$ cat src/rtl/token_frame_pkg.sv
// Shared constants, FSM state type and captured-frame record for the token frame transmitter.
package token_frame_pkg;

    localparam logic [7:0]  SOF       = 8'hA5;
    localparam int unsigned FRAME_LEN = 14;
    localparam int unsigned IDX_W     = 4;
    localparam logic [IDX_W-1:0] LAST_IDX = IDX_W'(FRAME_LEN - 1);

    typedef enum logic {
        IDLE,
        SEND
    } state_e;

    typedef struct packed {
        logic        meta_hit;
        logic [2:0]  brand_id;
        logic [4:0]  issuer_id;
        logic [1:0]  type_id;
        logic [63:0] token64;
        logic [15:0] tag16;
    } frame_t;

endpackage

$ cat src/rtl/token_frame_mux.sv
// Combinational byte selector: captured frame fields plus byte index -> frame byte, incl. XOR checksum.
module token_frame_mux
    import token_frame_pkg::*;
(
    input  frame_t                 frame,
    input  logic [IDX_W-1:0]       idx,
    output logic [7:0]             byte_out
);

    logic [7:0] body [1:12];
    logic [7:0] csum;

    always_comb begin
        body[1]  = {frame.meta_hit, frame.brand_id, frame.type_id, 2'b00};
        body[2]  = {3'b000, frame.issuer_id};
        for (int unsigned i = 0; i < 8; i++) begin
            body[3 + i] = frame.token64[63 - 8 * i -: 8];
        end
        body[11] = frame.tag16[15:8];
        body[12] = frame.tag16[7:0];

        csum = '0;
        for (int unsigned i = 1; i <= 12; i++) begin
            csum = csum ^ body[i];
        end

        byte_out = '0;
        if (idx == '0) begin
            byte_out = SOF;
        end else if (idx <= IDX_W'(12)) begin
            byte_out = body[idx];
        end else if (idx == LAST_IDX) begin
            byte_out = csum;
        end
    end

endmodule

$ cat src/rtl/token_frame_tx.sv
// Token frame transmitter: one active frame plus a one-deep pending slot, streamed as bytes over valid/ready.
module token_frame_tx
    import token_frame_pkg::*;
(
    input  logic        clk,
    input  logic        rst,
    input  logic        start,
    input  logic        token_valid,
    input  logic [63:0] token64,
    input  logic [15:0] token_tag16,
    input  logic [2:0]  brand_id,
    input  logic [4:0]  issuer_id,
    input  logic [1:0]  type_id,
    input  logic        meta_hit,
    output logic [7:0]  out_data,
    output logic        out_valid,
    input  logic        out_ready,
    output logic        out_last,
    output logic        overflow,
    output logic [7:0]  frames_sent
);

    state_e           state_q, state_d;
    logic [IDX_W-1:0] idx_q, idx_d;
    frame_t           active_q, active_d;
    frame_t           pend_q, pend_d;
    logic             pend_valid_q, pend_valid_d;
    logic             overflow_q, overflow_d;
    logic [7:0]       frames_q, frames_d;

    frame_t     in_frame;
    logic [7:0] mux_byte;
    logic       hs;
    logic       last_acc;
    logic       drop;

    assign in_frame = {meta_hit, brand_id, issuer_id, type_id, token64, token_tag16};
    assign hs       = (state_q == SEND) && out_ready;
    assign last_acc = hs && (idx_q == LAST_IDX);

    token_frame_mux u_mux (
        .frame    (active_q),
        .idx      (idx_q),
        .byte_out (mux_byte)
    );

    always_ff @(posedge clk or posedge rst) begin
        if (rst) begin
            state_q      <= IDLE;
            idx_q        <= '0;
            active_q     <= '0;
            pend_q       <= '0;
            pend_valid_q <= 1'b0;
            overflow_q   <= 1'b0;
            frames_q     <= '0;
        end else begin
            state_q      <= state_d;
            idx_q        <= idx_d;
            active_q     <= active_d;
            pend_q       <= pend_d;
            pend_valid_q <= pend_valid_d;
            overflow_q   <= overflow_d;
            frames_q     <= frames_d;
        end
    end

    always_comb begin
        state_d      = state_q;
        idx_d        = idx_q;
        active_d     = active_q;
        pend_d       = pend_q;
        pend_valid_d = pend_valid_q;
        frames_d     = frames_q;
        drop         = 1'b0;

        case (state_q)
            IDLE: begin
                if (token_valid) begin
                    active_d = in_frame;
                    idx_d    = '0;
                    state_d  = SEND;
                end
            end
            SEND: begin
                if (hs) begin
                    if (idx_q == LAST_IDX) begin
                        frames_d = frames_q + 8'd1;
                        idx_d    = '0;
                        // Slot freed by the final byte is refilled this cycle so the next SOF follows without a gap.
                        if (pend_valid_q) begin
                            active_d = pend_q;
                            if (token_valid) begin
                                pend_d = in_frame;
                            end else begin
                                pend_valid_d = 1'b0;
                            end
                        end else if (token_valid) begin
                            active_d = in_frame;
                        end else begin
                            state_d = IDLE;
                        end
                    end else begin
                        idx_d = idx_q + IDX_W'(1);
                    end
                end
                if (token_valid && !last_acc) begin
                    if (!pend_valid_q) begin
                        pend_d       = in_frame;
                        pend_valid_d = 1'b1;
                    end else begin
                        drop = 1'b1;
                    end
                end
            end
            default: state_d = IDLE;
        endcase

        overflow_d = (overflow_q && !start) || drop;
    end

    always_comb begin
        out_valid   = (state_q == SEND);
        out_last    = out_valid && (idx_q == LAST_IDX);
        out_data    = out_valid ? mux_byte : '0;
        overflow    = overflow_q;
        frames_sent = frames_q;
    end

endmodule

$ cat config.mk
export PLATFORM = sky130hd
export DESIGN_NAME = token_frame_tx
export DESIGN_NICKNAME = d
export VERILOG_FILES = /design/src/rtl/token_frame_pkg.sv /design/src/rtl/token_frame_mux.sv /design/src/rtl/token_frame_tx.sv
export SDC_FILE = /design/constraint.sdc
export NUM_CORES = 1
export LEC_CHECK = 0
export ABC_AREA = 1
export BUFFER_PORTS_ARGS = -buffer_cell sky130_fd_sc_hd__buf_2
export CAP_MARGIN = 20
export CORE_ASPECT_RATIO = 0.8
export CORE_MARGIN = 2
export CORE_UTILIZATION = 50
export DETAILED_ROUTE_END_ITERATION = 8
export GPL_ROUTABILITY_DRIVEN = 0
export PLACE_DENSITY = 0.72
export RECOVER_POWER = 50
export SYNTH_ARGS = -nofsm -noshare
export SYNTH_HDL_FRONTEND = slang
export SYNTH_SLANG_ARGS = --single-unit
$ cat constraint.sdc
create_clock -name clk -period 6.96 [get_ports clk]
set_input_delay 2.088 -clock clk [delete_from_list [all_inputs] [get_ports clk]]
set_output_delay 2.088 -clock clk [all_outputs]
set_load 0.005 [all_outputs]
Yosys cells after proc, flatten, opt, wreduce, memory -nomap -nowiden
Index checks and enable logic that the tools add are counted.
{"block": "totals", "rom_bits": 0, "latchBits": 0, "reg_bits": 197, "out_inout_bits": 19, "elab_cells": 85, "inputBits": 96, "n_memories": 0, "ramBits": 0}
{"block": "op_classes", "mul": 0, "n_bitwise": 13, "eq_ne": 4, "n_lt_le_gt_ge": 2, "add_sub_neg": 2, "div_mod_pow": 0, "muxes": 35, "shift": 0, "n_reduce_logical": 12}
{"op": "$mux W91", "n": 10}
{"op": "$pmux W91 S2", "n": 1}
{"op": "$xor A8 B8 Y8", "n": 10}
{"op": "$mux W8", "n": 6}
{"op": "$bmux W8 S4", "n": 1}
{"op": "$mux W1", "n": 12}
{"op": "$mux W4", "n": 3}
{"op": "$add A8 B1 Y8 const B", "n": 1}
{"op": "$pmux W4 S2", "n": 1}
{"op": "$xor A8 B5 Y8", "n": 1}
{"op": "$ge A5 B5 Y1 const B", "n": 1}
{"op": "$logic_and A1 B1 Y1", "n": 5}
{"op": "$not A4 Y5", "n": 1}
{"op": "$add A4 B1 Y4 const B", "n": 1}
{"op": "$eq A4 B4 Y1 const B", "n": 1}
{"op": "$le A4 B4 Y1 const B", "n": 1}
{"op": "$logic_not A4 Y1", "n": 1}
{"op": "$ne A2 B1 Y1 const B", "n": 2}
{"op": "$reduce_and A2 Y1", "n": 2}
{"op": "$reduce_and A3 Y1", "n": 1}
{"op": "$logic_not A1 Y1", "n": 2}
{"op": "$ne A2 B2 Y1 const B", "n": 1}
{"op": "$pmux W1 S2", "n": 1}
{"op": "$logic_or A1 B1 Y1", "n": 1}
{"op": "$not A1 Y1", "n": 1}

Longest topological paths before layout
Gate-level depths: netlist of the first run.
{"block": "logic_depth", "depth_word": 15, "depth_mapped": 12, "mapped_depth_nobuf": 12}

Cells and area by module
A second synthesis of the first run with hierarchy kept.
{"block": "hier_totals", "cells_unflattened": 1639, "area_unflattened_um2": 11431.0}
{"module": "token_frame_tx", "instances": 1, "cells_each": 1121, "seq_area_each_um2": 4929.7, "area_per_inst_um2": 9103.7}
{"module": "token_frame_mux", "instances": 1, "cells_each": 518, "seq_area_each_um2": 0.0, "area_per_inst_um2": 2327.2}

Least setup slack after synthesis of the first run
No wires, ideal clock.
{"block": "synth_timing", "path_type": "register to output", "start": "reg idx_q[1]", "end": "out out_data[4]", "path_slack_ps": 3387, "stages_incl_launch_ff": 10, "arrival_time_ps": 1485, "n_path_buf": 2, "path_cell_list": "dfrtp_1 buf_2 nand2_1 clkinv_1 buf_2 nand2_1 o2111ai_1 nand3_1 nand2_1 a21oi_1"}
{"block": "synth_between", "elab_chain_len": 7, "word_cells_on_any_way": 11, "cone_classes": "order compare (1); eq/ne (1); mux (7); bitwise (1); reduce/logical (1)"}
{"element": "start, declared", "line_no": "token_frame_tx.sv:24", "text": "logic [IDX_W-1:0] idx_q, idx_d;"}
{"element": "start signal, assigned", "line_no": "token_frame_tx.sv:58", "text": "idx_q <= idx_d;"}
{"element": "$not A4 Y5 (not written as such)", "line_no": "token_frame_mux.sv:31", "text": "byte_out = body[idx];"}
{"element": "$bmux W8 S4", "line_no": "token_frame_mux.sv:31"}
{"element": "$mux W8 (not written as such) (2 in series)", "line_no": "token_frame_mux.sv:31"}
{"element": "$mux W8", "line_no": "token_frame_mux.sv:30", "text": "end else if (idx <= IDX_W'(12)) begin"}
{"element": "$mux W8 *", "line_no": "token_frame_mux.sv:28", "text": "if (idx == '0) begin"}
{"element": "$mux W8 *", "line_no": "token_frame_tx.sv:124", "text": "out_data = out_valid ? mux_byte : '0;"}
{"element": "end, declared", "line_no": "token_frame_tx.sv:15", "text": "output logic [7:0] out_data,"}
Mark *: on every way between the ends. The rest lies on a longest branch, timed or not. The select of a mux whose other input is x is not followed.

Final worst setup path of the first run
{"block": "layout_timing", "start": "in out_ready", "end": "reg active_q[80] (netlist name)"}
{"block": "layout_between", "elab_chain_len": 3}
{"element": "start, declared", "line_no": "token_frame_tx.sv:17", "text": "input logic out_ready,"}
{"element": "$logic_and A1 B1 Y1", "line_no": "token_frame_tx.sv:38", "text": "assign hs = (state_q == SEND) && out_ready;"}
{"element": "$ne A2 B1 Y1 (no source line)"}
{"element": "$reduce_and A2 Y1 (no source line)"}
{"element": "end signal, assigned", "line_no": "token_frame_tx.sv:59", "text": "active_q <= active_d;"}
{"element": "end, declared", "line_no": "token_frame_tx.sv:25", "text": "frame_t active_q, active_d;"}
No other way between the ends.
A chain may end at the register's enable or synchronous reset.

==> results of run 1 <==
power by group through the flow:
stage / clock (µW) / combinational, µW / sequential, µW
after floorplan: 0 / 1410 / 1900
after global placement: 0 / 1690 / 2090
after detailed placement: 0 / 1760 / 2100
after CTS: 1040 / 1770 / 2090
after global routing: 1090 / 2080 / 2150
final: 1030 / 1780 / 2100
worst min-delay path by stage:
stage	from	endpoint	slack, ns	cells after the start
after floorplan	pend_q[87]$_DFFE_PP0P_	pend_q[87]$_DFFE_PP0P_	0.45	2
after global placement	frames_sent[7]$_DFFE_PP0P_	frames_sent[7]$_DFFE_PP0P_	0.45	1
after detailed placement	frames_sent[7]$_DFFE_PP0P_	frames_sent[7]$_DFFE_PP0P_	0.45	1
after CTS	frames_sent[7]$_DFFE_PP0P_	frames_sent[7]$_DFFE_PP0P_	0.47	1
after global routing	frames_sent[7]$_DFFE_PP0P_	frames_sent[7]$_DFFE_PP0P_	0.48	1
final	frames_sent[7]$_DFFE_PP0P_	frames_sent[7]$_DFFE_PP0P_	0.46	1
synthesized netlist by cell type (all sizes together) (2+ instances only):
library cell / n / share of area [%]
a21oi: 95 / 4.5
a32oi: 3 / 0.23
and2: 2 / 0.11
buf: 41 / 3.0
clkbuf: 50 / 1.7
clkinv: 2 / 0.067
dfrtp: 197 / 44
inv: 176 / 5.9
nand2: 509 / 17
nand3: 48 / 2.1
nand3b: 3 / 0.20
nand4: 6 / 0.33
nor2: 116 / 4.0
nor3: 2 / 0.089
o2111ai: 5 / 0.39
o211ai: 83 / 5.5
o21ai: 137 / 6.1
o22ai: 6 / 0.33
o32ai: 2 / 0.16
or2: 11 / 0.61
xnor2: 18 / 1.4
xor2: 20 / 1.6
sequential cells by signal, indices dropped and copies added (netlist names):
| register | count |
|---|---|
| out_valid | 1 |
| frames_sent | 8 |
| overflow | 1 |
| pend_valid_q | 1 |
| idx_q | 4 |
| active_q | 91 |
| pend_q | 91 |
cell type report:
cell class / count / area share [%]
repair buffers: 124 / 5.161
flip-flops and latches: 197 / 39.95
inverters: 178 / 5.434
clock buffers: 21 / 3.731
multi-input cells: 1071 / 41.43
clock inverters: 11 / 1.196
well taps: 306 / 3.102
layer usage:
| layer | vias up | GRT usage [%] | share of wire, % |
|---|---|---|---|
| li1 | 5018 | - | - |
| met1 | 4746 | 38.58 | 46 |
| met4 | 0 | 8.162 | 2.2 |
| met3 | 52 | 4.896 | 7.0 |
| met2 | 324 | 37.98 | 45 |
| met5 | - | 0 | 0 |
cell families (layout without fill, tap and decap cells):
kind of cell,count (synthesis),after routing,synth area share (%)
XOR/XNOR,38,38,2.964
AND/OR/NAND/NOR,698,698,24.76
adder cells (fa/ha/maj),1,1,0.1114
buffers and inverters,269,334,10.63
AO/OA/AOI/OAI,334,334,17.63
flip-flops,197,197,43.90
through the flow:
stage	hold WS (ns)	util, %	total power, µW	setup WS [ns]	cell area (µm²)
global route	0.4821	55.45	5321	1.330	12340
finish	0.4628	55.45	4910	1.738	12340
floorplan	0.4496	-	3319	2.326	11230
CTS	0.4660	55.70	4901	2.123	12400
detailed placement	0.4531	52.97	3862	2.585	11790
global placement	0.4506	52.97	3777	2.671	11790
==> metrics.yaml, run 1 <==
synthesis:
  synthCells: 1537
  synth_seq_cells: 197
  synth_area_mm2: 0.01123
  synthArstFlopShare_pct: 100.0
  synthDistinctLibCells: 37
  ys.flop_type: "dfrtp_1"
  synth_edf_count: 0
  avgSynthCellArea_um2: 7.305
  synth_warnings: 0
  ys_seq_area_share_pct: 43.90
  synthesis.nets: 1634
pwr:
  p_sw_uw: 1986
  seqPwrFrac_pct: 42.8
  irDropWorstVdd_mv: 0.1705
  clockPowerShare_pct: 21.0
  switching_share_pct: 40.45
  leakage_uw: 0.006416
  power.density_mw_per_mm2: 397.9
  power_frac_comb_pct: 36.2
  p_int_uw: 2924
drt:
  wl_mm: 29.22
  drt-pass1-iter-count: 5
  drt-initial-drc-count: 901
  vias: 10140
  drc: 0
  ant_nets: 0
  vias_per_cell: 5.314
  wl_per_cell_um: 15.31
cells_and_area:
  fin_cells: 1908
  diodes: 0
  area_delta_synth_final_pct: 9.907
  multi_input_area_mm2: 0.005112
  nNetsFinal: 1686
  drive_above_1_share_pct: 10.99
  fillCellCount: 2130
  final_cell_mix: "505 x nand2_1, 197 x dfrtp_1, 173 x inv_1"
  final_common_cell: "nand2_1"
  seq_area_mm2: 0.004930
global_route:
  grt_overflow: 0
  grt.total_usage_pct: 25.84
  antenna_found_initial: 0
  grt_max_degree: 183
  grt_pass1_vias: 9417
  grt_pass1_wl_mm: 48.50
die:
  die_h_um: 138.0
  initial_utilization_pct: 50.45
  die-area_mm2: 0.02368
  io_pins: 115
  die_w_um: 171.5
  fp-row-count: 49
  core_mm2: 0.02226
sta:
  period_share_pct: 75.03
  setup_viol: 0
  slew_headroom_pct: -134.4
  max_freq_ghz: 0.1915
  rsz0062_at_grt: "false"
  tightestPinTransition_ns: 3.516
  period_needed_ns: 5.222
  drv_slew: 312
  clock_skew_ns: 0.01062
  tns_ns: 0
  hold_viol: 0
setup_path:
  cpPeakStageDelay_ns: 2.51
  path_depth: 4
  critPathTopFamily: "buffers and inverters"
  start_kind: "input pin"
  rr_startpoint: "out_valid$_DFF_PP0_"
  crit_path_end: "active_q[80]$_DFFE_PP0P_"
  critPathBufInv: 2
  path_max_fanout: 100
  startpoint: "out_ready"
  worstSetupPathType: "input pin to register"
  arrival_ns: 5.39
  ff2ff_path_depth: 4
  worstPathCellList: "clkbuf_1, a21oi_1, clkbuf_1, o21ai_0"
  r2r-end: "active_q[80]$_DFFE_PP0P_"
  critPathMostFrequentCell: "clkbuf_1"
  rrSetupSlack_ns: 2.41
  crit_slowest_cell: "clkbuf_1"
  worstPathRequired_ns: 7.12
  crit_path_end_kind: "register"
status:
  outcome: "complete, but fails checks"
  violations: "max-capacitance violations, max-slew violations"
clock_tree:
  cts_resized: 0
  numCtsBuffers: 17
  htree_levels: 4
  cts-root-buf: "clkbuf_16"
  cts_sinks: 197
  cts_tree: "yes"
  holdBufCountCts: 0
  cts_buffer_depth: 2
  clk_latency_ns: 0.44
  post-cts-setup-buffers: 0
  cts.clk_slew.worst_paths_ns: 0.07
placement:
  port_buffers: 114
  dp.cells: 1876
  dp_hpwl_mm: 20.46
run:
  cap_violations: 4
worst_hold_path:
  hp-class: "register to register"
Power figures use the tool's default switching activity.
==> run 2, diff against run 1 <==
==> constraint.sdc (replaced) <==
create_clock -name clk -period 4.2 [get_ports clk]
set_input_delay 1.26 -clock clk [delete_from_list [all_inputs] [get_ports clk]]
set_output_delay 1.26 -clock clk [all_outputs]
set_load 0.005 [all_outputs]
==> run 2 against run 1 <==
The run still ends with max-capacitance violations, max-slew violations left. Core utilization grew 0.10 points. Global-route usage shrank 0.080 points. Routed wire length grew 0.84%. Sequential cell count is the same. Worst setup slack lost 1.6 ns. Via count shrank 0.42%. Critical path depth grew 6. Sequential share of layout area shrank 0.073 points. Non-clock buffer count grew 5. Worst hold slack lost 0.0019 ns.
==> metrics.yaml, run 2 (synthesized netlist as in run 1, its figures left out) <==
die:
  io_pins: 115  # unchanged
  initial_utilization_pct: 50.45  # unchanged
  die-area_mm2: 0.02368  # unchanged
  core_mm2: 0.02226  # unchanged
  die_h_um: 138.0  # unchanged
  fp-row-count: 49  # unchanged
  die_w_um: 171.5  # unchanged
cells_and_area:
  final_common_cell: "nand2_1"  # unchanged
  nNetsFinal: 1691  # was 1686
  area_delta_synth_final_pct: 10.11  # was 9.907%
  drive_above_1_share_pct: 11.71  # was 10.99%
  diodes: 0  # unchanged
  fillCellCount: 2162  # was 2130
  fin_util_pct: 55.55  # was 55.45%
  final_cell_mix: "505 x nand2_1, 197 x dfrtp_1, 173 x inv_1"  # unchanged
pwr:
  irDropWorstVdd_mv: 0.3087  # was 0.1705 mV
  p_int_uw: 4727  # was 2924 µW
  leakage_uw: 0.006435  # was 0.006416 µW
  power_uw: 8024  # was 4910 µW
  switching_share_pct: 41.09  # was 40.45%
  power.density_mw_per_mm2: 649.1  # was 397.9 mW/mm²
  p_sw_uw: 3297  # was 1986 µW
  clockPowerShare_pct: 19.9  # was 21.0%
  seqPwrFrac_pct: 43.2  # was 42.8%
  power_frac_comb_pct: 36.9  # was 36.2%
drt:
  drt-pass1-iter-count: 5  # unchanged
  ant_nets: 0  # unchanged
  wl_per_cell_um: 15.41  # was 15.31 µm
  wl_mm: 29.46  # was 29.22 mm
  drc: 0  # unchanged
  vias: 10100  # was 10140
  vias_per_cell: 5.281  # was 5.314
  drt-initial-drc-count: 926  # was 901
clock_tree:
  post-cts-setup-buffers: 0  # unchanged
  cts_sinks: 197  # unchanged
  cts.clk_slew.worst_paths_ns: 0.07  # about the same
  cts_tree: "yes"  # unchanged
  numCtsBuffers: 17  # unchanged
  cts-root-buf: "clkbuf_16"  # unchanged
  htree_levels: 4  # unchanged
  cts_buffer_depth: 2  # unchanged
  cts_resized: 0  # unchanged
  clk_latency_ns: 0.44  # about the same
  holdBufCountCts: 0  # unchanged
status:
  outcome: "complete, but fails checks"  # unchanged
  violations: "max-capacitance violations, max-slew violations"  # unchanged
setup_path:
  start_kind: "register"  # was input pin
  crit_path_end_kind: "output pin"  # was register
  arrival_ns: 2.80  # was 5.39 ns
  path_max_fanout: 17  # was 100
  worstPathRequired_ns: 2.94  # was 7.12 ns
  worstSetupPathType: "register to output pin"  # was input pin to register
sta:
  tns_ns: 0  # unchanged
  drv_slew: 160  # was 312
  setup_viol: 0  # unchanged
  period_share_pct: 96.74
  tightestPinTransition_ns: 2.175  # was 3.516 ns
  hold_viol: 0  # unchanged
  slew_headroom_pct: -44.99  # was -134.4%
  clock_skew_ns: 0.009143  # was 0.01062 ns
  max_freq_ghz: 0.2461
  rsz0062_at_grt: "false"  # unchanged
  period_needed_ns: 4.063
run:
  cap_violations: 2  # was 4
placement:
  dp_hpwl_mm: 20.70  # was 20.46 mm
  port_buffers: 114  # unchanged
global_route:
  antenna_found_initial: 0  # unchanged
  grt_max_degree: 183  # unchanged
  grt_pass1_wl_mm: 48.34  # was 48.50 mm
  grt_overflow: 0  # unchanged
  grt_pass1_vias: 9350  # was 9417
  grt.total_usage_pct: 25.76  # was 25.84%
worst_hold_path:
  hp-class: "register to register"  # unchanged
run 2: final cells by class:
| cell class | count | area (µm²) | area share [%] |
|---|---|---|---|
| repair buffers | 129 | 696.9 | 5.637 |
| clock inverters | 11 | 103.9 | 0.8400 |
| well taps | 306 | 382.9 | 3.097 |
| flip-flops and latches | 197 | 4930 | 39.87 |
| multi-input cells | 1071 | 5124 | 41.44 |
| inverters | 178 | 669.4 | 5.414 |
| clock buffers | 20 | 456.7 | 3.694 |
run 2: power groups by stage:
stage | logic (µW) | registers (µW) | clock network, µW
after floorplan | 2340 | 3160 | 0
after global placement | 2810 | 3450 | 0
after detailed placement | 2930 | 3480 | 0
after CTS | 2950 | 3450 | 1620
after global routing | 3460 | 3550 | 1690
final | 2960 | 3460 | 1600
run 2: through the flow:
stage	hold WS [ns]	cell area, µm²	setup slack (ns)	cells
finish	0.4608	12360	0.1368	1912
global route	0.4864	12360	0.03921	1912
CTS	0.4699	12410	0.2294	1912
detailed placement	0.4593	11850	0.7285	1881
global placement	0.4519	11850	0.7583	1881
floorplan	0.4496	11230	0.3936	1537
run 2: worst max-delay path: stages, from the launching register on:
cell and delay, ns:
dfrtp_1 0.48, nand2_1 0.29, clkinv_1 0.54, nand2_1 0.19
nand3_1 0.09, nor3_1 0.18, nor2_1 0.06, nand2_1 0.05
nand2_1 0.05, a21oi_1 0.25, buf_2 0.18
run 2: final timing paths:
path / startpoint / endpoint / slack (ns) / depth (start not counted)
setup / recovery: idx_q[1]$_DFFE_PP0P_ / out_data[1] / 0.14 / 10
hold / removal: frames_sent[7]$_DFFE_PP0P_ / frames_sent[7]$_DFFE_PP0P_ / 0.46 / 1
setup reg to reg: idx_q[3]$_DFFE_PP0P_ / pend_q[17]$_DFFE_PP0P_ / 1.73 / 9
hold reg to reg: frames_sent[7]$_DFFE_PP0P_ / frames_sent[7]$_DFFE_PP0P_ / 0.46 / 1
max in group asynchronous: rst / pend_q[61]$_DFFE_PP0P_ / 0.76 / 3
min in group asynchronous: rst / pend_q[18]$_DFFE_PP0P_ / 0.89 / 2
run 2: metal layers:
metal | track usage (%) | routed length, µm | part of all wire, % | vias up
met3 | 5.411 | 2079 | 7.1 | 59
met2 | 37.41 | 12840 | 44 | 305
li1 | - | - | - | 5019
met5 | 0 | 0 | 0 | -
met4 | 8.787 | 892 | 3.0 | 0
met1 | 38.21 | 13650 | 46 | 4714
